[src/rtl/mm_pkg.sv]
// Shared constants and types for the 3x3 matrix-engine arbiter.
// The operand packing is row-major, with element k held in bits [k*INT_WIDTH +: INT_WIDTH].
package mm_pkg;

    localparam int INT_WIDTH = 8;
    localparam int MAT_ELEMS = 9;
    localparam int MAT_BITS  = MAT_ELEMS * INT_WIDTH;

    typedef enum logic [2:0] {
        ST_IDLE    = 3'd0,
        ST_RUN     = 3'd1,
        ST_RESP    = 3'd2,
        ST_DRAIN   = 3'd3,
        ST_RECOVER = 3'd4
    } mm_state_e;

    function automatic logic [INT_WIDTH-1:0] mm_elem(input logic [MAT_BITS-1:0] m, input int k);
        return m[k*INT_WIDTH +: INT_WIDTH];
    endfunction

endpackage

[src/rtl/mm_rr_pick.sv]
// Two-way round-robin picker.
// The requester named by i_ptr has priority; the other requester wins only when it is the sole requester.
module mm_rr_pick (
    input  logic [1:0] i_req,
    input  logic       i_ptr,
    output logic [1:0] o_win
);

    // one-hot winner selection
    always_comb begin
        o_win = 2'b00;
        if (i_ptr == 1'b0) begin
            if (i_req[0]) begin
                o_win = 2'b01;
            end else if (i_req[1]) begin
                o_win = 2'b10;
            end else begin
                o_win = 2'b00;
            end
        end else begin
            if (i_req[1]) begin
                o_win = 2'b10;
            end else if (i_req[0]) begin
                o_win = 2'b01;
            end else begin
                o_win = 2'b00;
            end
        end
    end

endmodule

[src/rtl/mm_engine_arbiter.sv]
// Arbitrates two requesters onto a single 3x3 matrix engine.
// It handles completion, timeout, abort, drain and engine-reset recovery.
module mm_engine_arbiter #(
    parameter int TIMEOUT_CYCLES = 64,
    parameter int INT_WIDTH      = 8
) (
    input  logic                     clk,
    input  logic                     rst_n,
    input  logic [1:0]               req,
    input  logic [9*INT_WIDTH-1:0]   a0,
    input  logic [9*INT_WIDTH-1:0]   b0,
    input  logic [9*INT_WIDTH-1:0]   a1,
    input  logic [9*INT_WIDTH-1:0]   b1,
    output logic [1:0]               gnt,
    output logic [1:0]               ack,
    output logic [1:0]               err,
    output logic [9*INT_WIDTH-1:0]   c_out,
    output logic                     eng_en,
    output logic [9*INT_WIDTH-1:0]   eng_a,
    output logic [9*INT_WIDTH-1:0]   eng_b,
    input  logic [9*INT_WIDTH-1:0]   eng_c,
    input  logic                     eng_done,
    output logic                     eng_rst
);

    import mm_pkg::*;

    localparam int W_MAT = MAT_ELEMS * INT_WIDTH;
    localparam int CNT_W = (TIMEOUT_CYCLES > 1) ? $clog2(TIMEOUT_CYCLES) : 1;

    mm_state_e          r_state;
    logic               r_ptr;
    logic               r_g;
    logic [1:0]         r_gnt;
    logic [1:0]         r_ack;
    logic [1:0]         r_err;
    logic [W_MAT-1:0]   r_c_out;
    logic               r_eng_en;
    logic [W_MAT-1:0]   r_eng_a;
    logic [W_MAT-1:0]   r_eng_b;
    logic               r_eng_rst;
    logic [CNT_W-1:0]   r_cnt;
    logic               r_rec_cnt;
    logic [1:0]         w_win;
    logic               w_timeout;

    mm_rr_pick u_pick (
        .i_req (req),
        .i_ptr (r_ptr),
        .o_win (w_win)
    );

    assign w_timeout = (r_cnt == CNT_W'(TIMEOUT_CYCLES - 1));

    // job-control FSM; ack/err default low so they pulse exactly one cycle
    always_ff @(posedge clk) begin
        if (!rst_n) begin
            r_state   <= ST_IDLE;
            r_ptr     <= 1'b0;
            r_g       <= 1'b0;
            r_gnt     <= 2'b00;
            r_ack     <= 2'b00;
            r_err     <= 2'b00;
            r_c_out   <= {W_MAT{1'b0}};
            r_eng_en  <= 1'b0;
            r_eng_a   <= {W_MAT{1'b0}};
            r_eng_b   <= {W_MAT{1'b0}};
            r_eng_rst <= 1'b0;
            r_cnt     <= {CNT_W{1'b0}};
            r_rec_cnt <= 1'b0;
        end else begin
            r_ack <= 2'b00;
            r_err <= 2'b00;
            case (r_state)
                ST_IDLE: begin
                    if (w_win != 2'b00) begin
                        r_state  <= ST_RUN;
                        r_gnt    <= w_win;
                        r_g      <= w_win[1];
                        r_eng_en <= 1'b1;
                        r_eng_a  <= w_win[1] ? a1 : a0;
                        r_eng_b  <= w_win[1] ? b1 : b0;
                        r_cnt    <= {CNT_W{1'b0}};
                    end
                end
                ST_RUN: begin
                    // a withdrawn request aborts silently; completion beats a same-cycle timeout
                    if (!req[r_g]) begin
                        r_state   <= ST_RECOVER;
                        r_gnt     <= 2'b00;
                        r_eng_en  <= 1'b0;
                        r_eng_rst <= 1'b1;
                        r_rec_cnt <= 1'b0;
                        r_ptr     <= ~r_g;
                    end else if (eng_done) begin
                        r_state  <= ST_RESP;
                        r_c_out  <= eng_c;
                        r_ack    <= r_gnt;
                        r_gnt    <= 2'b00;
                        r_eng_en <= 1'b0;
                    end else if (w_timeout) begin
                        r_state   <= ST_RECOVER;
                        r_err     <= r_gnt;
                        r_gnt     <= 2'b00;
                        r_eng_en  <= 1'b0;
                        r_eng_rst <= 1'b1;
                        r_rec_cnt <= 1'b0;
                        r_ptr     <= ~r_g;
                    end else begin
                        r_cnt <= r_cnt + CNT_W'(1);
                    end
                end
                ST_RESP: begin
                    r_ptr   <= ~r_g;
                    r_state <= ST_DRAIN;
                end
                ST_DRAIN: begin
                    if (!eng_done) begin
                        r_state <= ST_IDLE;
                    end
                end
                ST_RECOVER: begin
                    if (r_rec_cnt) begin
                        r_eng_rst <= 1'b0;
                        r_state   <= ST_IDLE;
                    end else begin
                        r_rec_cnt <= 1'b1;
                    end
                end
                default: begin
                    r_state   <= ST_IDLE;
                    r_gnt     <= 2'b00;
                    r_eng_en  <= 1'b0;
                    r_eng_rst <= 1'b0;
                end
            endcase
        end
    end

    assign gnt     = r_gnt;
    assign ack     = r_ack;
    assign err     = r_err;
    assign c_out   = r_c_out;
    assign eng_en  = r_eng_en;
    assign eng_a   = r_eng_a;
    assign eng_b   = r_eng_b;
    // the engine is held in reset for as long as the arbiter itself is in reset
    assign eng_rst = r_eng_rst | ~rst_n;

endmodule
[config.mk]
export PLATFORM = sky130hd
export DESIGN_NAME = mm_engine_arbiter
export DESIGN_NICKNAME = d
export VERILOG_FILES = /design/src/rtl/mm_pkg.sv /design/src/rtl/mm_rr_pick.sv /design/src/rtl/mm_engine_arbiter.sv
export SDC_FILE = /design/constraint.sdc
export NUM_CORES = 1
export LEC_CHECK = 0
export ABC_AREA = 1
export ABC_CLOCK_PERIOD_IN_PS = 1700
export BUFFER_PORTS_ARGS = -buffer_cell sky130_fd_sc_hd__buf_2
export CORE_AREA = 2 2 232 234
export CTS_BUF_LIST = sky130_fd_sc_hd__clkbuf_8
export CTS_CLUSTER_SIZE = 25
export DETAILED_ROUTE_END_ITERATION = 10
export DIE_AREA = 0 0 234 236
export PLACE_DENSITY = 0.38
export SLEW_MARGIN = 20
export SYNTH_ARGS = -nofsm -noshare
export SYNTH_HDL_FRONTEND = slang
export SYNTH_SLANG_ARGS = --single-unit
[constraint.sdc]
create_clock -name clk -period 1.7 [get_ports clk]
set_clock_uncertainty 0.1 [all_clocks]
set_input_delay 0.34 -clock clk [delete_from_list [all_inputs] [get_ports clk]]
set_output_delay 0.34 -clock clk [all_outputs]
set_load 0.01 [all_outputs]
==> results by group, run 1 <==
Run status
  – Status: finished, final reports clean

Final layout
  – Area Overhead vs Synth: 94.7%
  – Nets: 2633
  – Most common cell after layout, fill and taps aside: buf_2
  – Final Util: 34.8%
  – Layout cells sized above 1: 33.3%
  – Most frequent cells in the layout: buf_2 (586), dlygate4sd3_1 (361), a21oi_1 (297), dfxtp_1 (233), nand2_1 (197)

Placement
  – Final Wtd Congestion: 0.822
  – Worst slack, placed: -0.0519 ns
  – Final HPWL DP: 35200 µm
  – Buffers on Ports: 588

Routing
  – Via count: 12900
  – Post-route ant nets: 0
  – Drt total wl: 49100 µm
  – Iteration-0 DRC Markers: 524
  – Drt wl/cell: 16.4 µm
  – Vias per cell: 4.30
  – Remaining DRCs: 0
  – Drt first pass iters: 5

Pwr
  – Seq pwr share: 34.8%
  – Leakage: 8.62 nW
  – Combinational power share: 35.4%
  – P_int: 13.3 mW
  – Switch share: 35.5%
  – Clock share of power: 29.8%
  – Worst vdd ir: 592 µV
  – Total power: 20.7 mW
  – Net Sw Power: 7.35 mW
  – Pwr dens: 1120 nW/µm²

Worst setup path
  – Critical setup path kind: reg -> reg
  – WP buf/inv: 3
  – Worst r2r path cells: 7
  – CP Capture Type: flop
  – Slowest CP cell: dfxtp_1
  – Worst r2r src: r_state[2]
  – Crit path launch type: flop
  – Reg-to-reg endpoint: c_out[71]
  – Levels on crit path: 7
  – Arr. time, crit path: 2.04 ns
  – Critical path's most frequent cell: buf_12
  – Worst path cell trace: buf_4, nor2_4, nand3_2, buf_12, buf_12, o21ai_1, nor2_1
  – Slowest cell delay on critical path: 0.36 ns
  – Crit path max-delay family: buffers and inverters
  – WP data required: 2.08 ns
  – R2r setup slk: 0.04 ns
  – Crit Path Max Fanout: 31

Clocking
  – Clk_lat worst skew: 0.60 ns
  – CTS root buf: clkbuf_8
  – CTS tree: yes
  – Sinks on Clock Net: 236
  – H-tree depth: 2
  – Clock tree buffer depth: 3
  – Setup Fix Bufs, Post-CTS: 0
  – Clock transition at path regs: 0.06 ns
  – Num CTS Buffers: 49

Synth
  – Post-synthesis adder-cell area fraction: 0.132%
  – Combinational family with the most area after synthesis: compound AO/OA/AOI/OAI gates
  – Synth cell types: 25
  – Synth Area in XOR/XNOR: 0%
  – Synthesized netlist cell count: 1284
  – Post-synthesis cell area: 9500 µm²
  – Simple-gate portion of the synthesized area: 16.3%
  – Post-Syn Area per Cell: 7.40 µm²
  – Yosys top cell by area: dfxtp_1
  – Mux cell area share after synthesis: 0%
  – Yosys Warn Count: 0
  – Synth area leaders: dfxtp_1 (50%), a21oi_1 (16%), o21ai_0 (8.4%)
  – Area share of the largest cell type after synthesis: 49.7%
  – Sequential share of the synthesized area: 49.7%
  – Synth Net Count: 1650
  – Synth Register Bits: 236
  – Complex-gate fraction of the synthesized area: 27.3%

GRT
  – Number of global-route vias before repair: 13400
  – Initial antenna violation count: 2
  – Global-route wire length before repair: 74000 µm
  – Largest net degree at the start of global routing: 65
  – Overflow after GRT: 0
  – GRT Total Usage: 17.0%

STA
  – Post-layout min period: 1.66 ns
  – Final Setup Violations: 0
  – PnR worst setup slack: 0.0409 ns
  – RSZ-0062 raised after global routing: false
  – Slew at the pin closest to its max-slew limit: 0.845 ns
  – Fmax: 603 MHz
  – Max_slew headroom: 43.6%
  – Sum of negative setup slack: 0 ns
  – Endpoints failing hold: 0
  – Final period utilization: 97.6%
  – Pins Over Slew Limit: 0

Hold path
  – Hold path cells: 3
  – Hold endpoint: ack[0]
  – Worst Hold Class: in -> reg
  – Worst hold start: rst_n

Die
  – Die area: 55200 µm²
  – # rows: 85
  – Initial Util: 17.9%
  – I/O pin total: 589
  – Die outline height: 236 µm
  – Core ar.: 53100 µm²
  – Die span in x: 234 µm

Run
  – Max-cap violations: 0
-- layer usage --
layer  GRT usage [%]  routed length (µm)  vias up
met1            18.8               19500     5921
met3            4.16                3620      114
met2            30.1               23700      569
met5               0                   0        -
met4            8.38                2260        0
li1                -                   -     6304
-- logic make-up after synthesis --
kind of cell / count (synthesis)
AOI/OAI and AO/OA: 516
and+or+nand+nor: 397
DFF: 236
buffers and inverters: 134
adders and majority gates: 1
-- power by group through the flow --
stage | Sequential, mW | Clock (mW) | Combinational, mW
finish | 7.20 | 6.15 | 7.32
global route | 7.32 | 6.66 | 8.02
CTS | 7.19 | 6.42 | 7.38
detailed placement | 7.28 | 0 | 6.67
global placement | 7.28 | 0 | 6.68
floorplan | 7.73 | 0 | 2.72
-- tightest hold or removal path, cell delays in order --
cell and delay [ns]:
buf_6 0.16, nand3_1 0.14, nor2_1 0.05
-- synthesized netlist by cell type (all sizes together) --
cell type  number
a211oi          1
a21oi         297
ha              1
nand3b          1
nand3          22
nor3            1
nor2          170
clkbuf         59
inv            30
nand4           3
dfxtp         236
buf            45
nand2         199
o21ai         218
or2             1
-- how the worst max path moves through the flow --
stage / slack, ns / from / end
global route: 0.007 / eng_b[8] / eng_b[8]
floorplan: 0.22 / r_state[1] / c_out[19]
detailed placement: -0.05 / req[0] / eng_a[3]
CTS: 0.002 / eng_b[6] / eng_b[6]
finish: 0.04 / r_state[2] / c_out[71]
global placement: -0.01 / req[0] / eng_b[50]
-- metrics by stage --
stage	instances	cell area (µm²)	hold WS (ns)
final	3001	18500	0.0557
after global routing	3001	18500	0.0383
after CTS	2999	18500	-0.00117
after detailed placement	2550	13800	0.363
after global placement	2550	13800	0.353
after floorplan	1284	9500	0.340
-- what timing repair did --
item,4_1_cts,5_1_grt
gates resized for setup,6,8
cloned,0,0
endpoints found under the hold margin,220,0
setup endpoints to repair,3,113
pin swaps,0,1
hold buffers,362,0
-- registers in the layout, indices dropped and copies added (netlist names), 2 cells and up --
| signal | cells |
|---|---|
| err | 2 |
| ack | 2 |
| r_state | 3 |
| gnt | 2 |
| c_out | 72 |
| eng_b | 72 |
| eng_a | 72 |
| r_cnt | 6 |
-- cell type report --
type / count / area [µm²]
Antenna cell: 2 / 5.00
Clock buffer: 62 / 853
Clock inverter: 25 / 146
Fill cell: 5555 / 34600
Inverter: 30 / 118
Multi-Input combinational cell: 914 / 4180
Sequential cell: 236 / 4730
Tap cell: 696 / 871
Timing Repair Buffer: 1036 / 7590
No activity file was read; power rests on OpenSTA's default activity.
==> inputs of run 2 (changes only) <==
- ABC_CLOCK_PERIOD_IN_PS: 1700 -> default
- PLACE_DENSITY: 0.38 -> default
- PLACE_DENSITY_LB_ADDON: default -> 0.05
==> run 2 against run 1 <==
  * Worst setup slack improved by 0.065 ns
  * Utilization decreased by 0.22 points
  * Sequential power is essentially flat
  * Critical endpoint is now eng_rst
==> results by group, run 2 (synthesized netlist as in run 1, its figures left out) <==
GRT
  – Largest net degree at the start of global routing: 55
  – Number of global-route vias before repair: 13000
  – GRT Total Usage: 17.6%
  – Initial antenna violation count: 4
  – Overflow after GRT: 0
  – Global-route wire length before repair: 75600 µm

Die
  – # rows: 85
  – Core ar.: 53100 µm²
  – I/O pin total: 589
  – Die span in x: 234 µm
  – Die area: 55200 µm²
  – Initial Util: 17.9%
  – Die outline height: 236 µm

Placement
  – Placed Area: 13600 µm²
  – Final HPWL DP: 36200 µm
  – Worst slack, placed: -0.0188 ns
  – Final Wtd Congestion: 0.807
  – Post-placement cell count: 2523
  – Buffers on Ports: 588

Hold path
  – Hold path cells: 4
  – Worst hold start: rst_n
  – Worst Hold Class: in -> reg

Worst setup path
  – Arr. time, crit path: 1.15 ns
  – WP data required: 1.26 ns
  – Slowest CP cell: dfxtp_1
  – Worst r2r path cells: 8
  – Critical Path Sink: eng_rst
  – Reg-to-reg endpoint: c_out[29]
  – Worst r2r src: r_state[1]
  – CP Capture Type: output pin
  – Critical Path Start: r_eng_rst
  – Slowest cell delay on critical path: 0.30 ns
  – Critical setup path kind: reg -> out
  – Worst path cell trace: inv_1, nand2_2, buf_6
  – Crit path launch type: flop
  – Crit Path Max Fanout: 2
  – R2r setup slk: 0.11 ns

Final layout
  – Most frequent cells in the layout: buf_2 (586), dlygate4sd3_1 (361), a21oi_1 (297), dfxtp_1 (232), nand2_1 (195)
  – Layout cells sized above 1: 32.4%
  – Finished Cell Area: 18400 µm²
  – Nets: 2606
  – Final Util: 34.6%
  – Area Overhead vs Synth: 93.4%
  – Finished Layout Cells: 2975
  – Most common cell after layout, fill and taps aside: buf_2

STA
  – Final Setup Violations: 0
  – Slew at the pin closest to its max-slew limit: 0.357 ns
  – Fmax: 627 MHz
  – Sum of negative setup slack: 0 ns
  – Max_slew headroom: 76.1%
  – Hold_ws: 0.114 ns
  – PnR worst setup slack: 0.106 ns
  – Final period utilization: 93.8%
  – Pins Over Slew Limit: 0
  – RSZ-0062 raised after global routing: true
  – Post-layout min period: 1.59 ns
  – Endpoints failing hold: 0

Pwr
  – Leakage: 8.52 nW
  – Worst vdd ir: 626 µV
  – Pwr dens: 1130 nW/µm²
  – Total power: 20.8 mW

Clocking
  – Clk_lat worst skew: 0.61 ns
  – CTS tree: yes
  – H-tree depth: 2
  – Clock transition at path regs: 0.06 ns
  – Sinks on Clock Net: 236
  – CTS root buf: clkbuf_8
  – Num CTS Buffers: 50
  – Clock tree buffer depth: 3

Routing
  – Iteration-0 DRC Markers: 559
  – Remaining DRCs: 0
  – Drt wl/cell: 17.2 µm
  – Drt first pass iters: 5
  – Post-route ant nets: 0
  – Via count: 12600
  – Vias per cell: 4.24
  – Drt total wl: 51100 µm

Run
  – Max-cap violations: 0

Run status
  – Status: finished, final reports clean
## run 2: cell types whose count changed in the layout (fill, tap and decap cells not counted), moves of 2 or more
cell      before  now
nor2_1       167  165
nand2_1      197  195
inv_1         37   45
nand2_4        0    2
buf_12        28   26
nor2_2         1    3
buf_4         56   30
clkinv_2      10    0
buf_16         0    2
clkbuf_8      62   66
## run 2: layer usage
metal	GRT usage [%]	vias up	share of wire, %
li1	-	6256	-
met3	5.50	94	7.9
met2	30.1	447	47
met1	20.6	5823	42
met5	0	-	0.053
met4	6.18	4	3.0
## run 2: where the power goes
| group | switching [mW] | internal, mW | total (mW) | leakage, nW |
|---|---|---|---|---|
| Sequential | 0.534 | 6.64 | 7.17 | 1.95 |
| Clock | 2.76 | 3.74 | 6.51 | 0.604 |
| Combinational | 4.07 | 3.10 | 7.17 | 5.97 |
| Total | 7.36 | 13.5 | 20.8 | 8.52 |
## run 2: worst max-delay path: cells and delay by family (launching register included)
| kind | cells | cell delay, ns |
|---|---|---|
| DFF | 1 | 0.30 |
| buffers and inverters | 2 | 0.19 |
| and+or+nand+nor | 1 | 0.05 |
## run 2: what timing repair did
action | CTS | global route
endpoints found under the hold margin | 225 | 0
hold buffers | 361 | 0
gates resized for setup | 2 | 18
setup endpoints to repair | 2 | 75
buffers inserted | 0 | 0
## run 2: layout make-up
cell class / count / area, µm²
Clock buffer: 66 / 908
Clock inverter: 23 / 151
Sequential cell: 236 / 4730
Fill cell: 5766 / 34700
Antenna cell: 2 / 5.00
Tap cell: 696 / 871
Timing Repair Buffer: 1008 / 7380
Inverter: 30 / 120
Multi-Input combinational cell: 914 / 4210
## run 2: worst min path at each step
stage	slack, ns	end
after floorplan	0.34	r_rec_cnt
after global placement	0.36	eng_en
after detailed placement	0.35	r_rec_cnt
after CTS	0.03	ack[0]
after global routing	0.08	r_state[1]
final	0.11	r_ptr
==> inputs of run 3 (changes only) <==
- ABC_AREA: 1 -> default
- CORE_AREA: 2 2 232 234 -> 2 2 231 233
- DIE_AREA: 0 0 234 236 -> 0 0 233 235
- clock period: 1.7 -> 2 ns (I/O delays scaled with it)
==> run 3 against run 2 <==
  * Routed wire length fell by 12%
  * Critical path depth rose by 3
  * Non-clock buffer count down 253
  * Design area fell by 10%
  * Sequential power down 20%
  * Die area shrank 0.85%
  * First-iteration DRC count is 38% lower
  * Hold slack worse by 0.042 ns
==> results by group, run 3 <==
Run status
  – Status: finished, final reports clean

Pwr
  – Leakage: 7.94 nW
  – Total power: 15.7 mW
  – Worst vdd ir: 468 µV
  – Pwr dens: 949 nW/µm²

Synth
  – Most frequent cell after synthesis: dfxtp_1
  – Post-synth EDFFs: 0
  – Yosys top cell by area: dfxtp_1
  – Synth Register Bits: 236
  – Post-Syn Area per Cell: 9.74 µm²
  – Most instantiated cells after synthesis: dfxtp_1 (236), nand2_1 (155), nor2_1 (155), mux2i_1 (146), a211oi_2 (124)
  – Synth Net Count: 1457
  – Synth cell types: 51
  – Async set-or-reset flop fraction in the synthesized netlist: 0%
  – Synth area leaders: dfxtp_1 (44%), a211oi_2 (15%), mux2i_1 (14%)
  – Yosys Warn Count: 0
  – Post-synthesis cell area: 10600 µm²
  – Area share of the largest cell type after synthesis: 44.4%
  – Sequential share of the synthesized area: 44.4%
  – Synthesized netlist cell count: 1091
  – Post-synth top flop: dfxtp_1

Placement
  – Final Wtd Congestion: 0.808
  – Final HPWL DP: 34100 µm
  – Buffers on Ports: 588
  – Post-placement cell count: 2332

GRT
  – Overflow after GRT: 0
  – GRT Total Usage: 15.7%
  – Met2 usage: 27.1%
  – Global-route wire length before repair: 65900 µm
  – Number of global-route vias before repair: 10700
  – Met3 GRT Util: 4.82%
  – Met1 usage: 18.0%
  – Initial antenna violation count: 4
  – Layer with the highest usage: met2
  – Largest net degree at the start of global routing: 59

Worst setup path
  – CP Capture Type: flop
  – Crit path max-delay family: buffers and inverters
  – Critical path's most frequent cell: buf_4
  – WP buf/inv: 3
  – Slowest cell delay on critical path: 0.36 ns
  – Critical setup path kind: reg -> reg
  – Crit Path Max Fanout: 25
  – WP data required: 2.38 ns
  – Crit path launch type: flop
  – Arr. time, crit path: 2.22 ns
  – Slowest CP cell: dfxtp_1
  – Worst path cell trace: o21ai_4, buf_12, buf_4, mux2i_1, buf_4, a211oi_2

Routing
  – Via count: 10500
  – Remaining DRCs: 0
  – Drt wl/cell: 17.9 µm
  – Iteration-0 DRC Markers: 348
  – Vias per cell: 4.16
  – Drt total wl: 45100 µm
  – Post-route ant nets: 0
  – Drt first pass iters: 4

STA
  – Slew at the pin closest to its max-slew limit: 0.394 ns
  – Final period utilization: 91.8%
  – Final Setup Violations: 0
  – Endpoints failing hold: 0
  – Pins Over Slew Limit: 0
  – Sum of negative setup slack: 0 ns
  – Post-layout min period: 1.84 ns
  – RSZ-0062 raised after global routing: false
  – Max_slew headroom: 73.7%
  – Fmax: 544 MHz

Final layout
  – Final Util: 31.6%
  – Finished Layout Cells: 2522
  – Storage element area: 4720 µm²
  – Most common cell after layout, fill and taps aside: buf_2
  – Nets: 2166
  – Area of the multi-input gates: 5280 µm²
  – Layout cells sized above 1: 46.5%
  – Fillcell total: 5587
  – Most frequent cells in the layout: buf_2 (588), dfxtp_1 (236), nand2_1 (155), nor2_1 (155), mux2i_1 (146)
  – Area Overhead vs Synth: 55.4%

Die
  – # rows: 84
  – Initial Util: 20.4%
  – Die span in x: 233 µm
  – Die outline height: 235 µm
  – I/O pin total: 589
  – Core ar.: 52200 µm²
  – Die area: 54800 µm²

Clocking
  – H-tree depth: 2
  – Sinks on Clock Net: 236
  – Clk_lat worst skew: 0.61 ns
  – Clock tree buffer depth: 3
  – CTS tree: yes
  – Post-cts gate resize count: 0
  – Clock transition at path regs: 0.07 ns
  – Setup Fix Bufs, Post-CTS: 0
  – Num CTS Buffers: 48
  – CTS root buf: clkbuf_8

Run
  – Max-cap violations: 0

Hold path
  – Worst Hold Class: in -> reg
==> run 3: power breakdown <==
part,internal (mW),leakage [nW],switching [mW]
sequential,5.40,1.94,0.340
clock,2.76,0.546,2.26
combinational,2.14,5.45,2.78
==> run 3: cell families (layout without fill, tap and decap cells) <==
group | Yosys count | in the layout | share of synthesized area, %
AOI/OAI and AO/OA | 261 | 261 | 22.2
buffers and inverters | 104 | 846 | 6.10
and+or+nand+nor | 342 | 342 | 13.3
other | 0 | 1 | 0
DFF | 236 | 236 | 44.4
adders and majority gates | 1 | 1 | 0.118
muxes | 147 | 147 | 13.9
==> run 3: what timing repair did <==
action | in CTS | in global routing
endpoints found under the hold margin | 97 | 0
hold buffers | 106 | 0
setup endpoints to repair | 0 | 0
==> run 3: worst register-to-register path: stages (launching register included) <==
cell and delay (ns):
dfxtp_1 0.36, o21ai_4 0.18, buf_12 0.25, buf_4 0.24
mux2i_1 0.35, buf_4 0.18, a211oi_2 0.05
==> run 3: area by class of cell <==
cell class	instances	share of cell area, %
Multi-Input combinational cell	751	31.9
Sequential cell	236	28.6
Timing Repair Buffer	755	28.3
Tap cell	688	5.21
Clock buffer	62	5.17
Clock inverter	21	0.560
Inverter	8	0.227
Antenna cell	1	0.0151
==> run 3: per-layer routing <==
metal,up-vias,part of all wire [%]
li1,5267,-
met1,4768,40
met2,380,49
met3,85,8.6
met4,4,2.9
met5,-,0.060
==> run 3: worst paths after layout <==
| path | end | slack (ns) | cells after the start | startpoint |
|---|---|---|---|---|
| hold / removal | eng_a[11] | 0.07 | 3 | a1[11] |
| setup / recovery | eng_a[3] | 0.16 | 6 | r_ptr |
| setup reg to reg | eng_a[3] | 0.16 | 6 | r_ptr |
| hold reg to reg | c_out[36] | 0.35 | 2 | c_out[36] |
==> run 3: stage by stage <==
stage / hold slack, ns / cell area, µm² / setup slack [ns]
after floorplan: 0.331 / 10600 / 0.305
after global placement: 0.340 / 14500 / -0.114
after detailed placement: 0.345 / 14500 / -0.0900
after CTS: 0.000103 / 16500 / 0.116
after global routing: 0.0245 / 16500 / 0.0591
final: 0.0725 / 16500 / 0.163
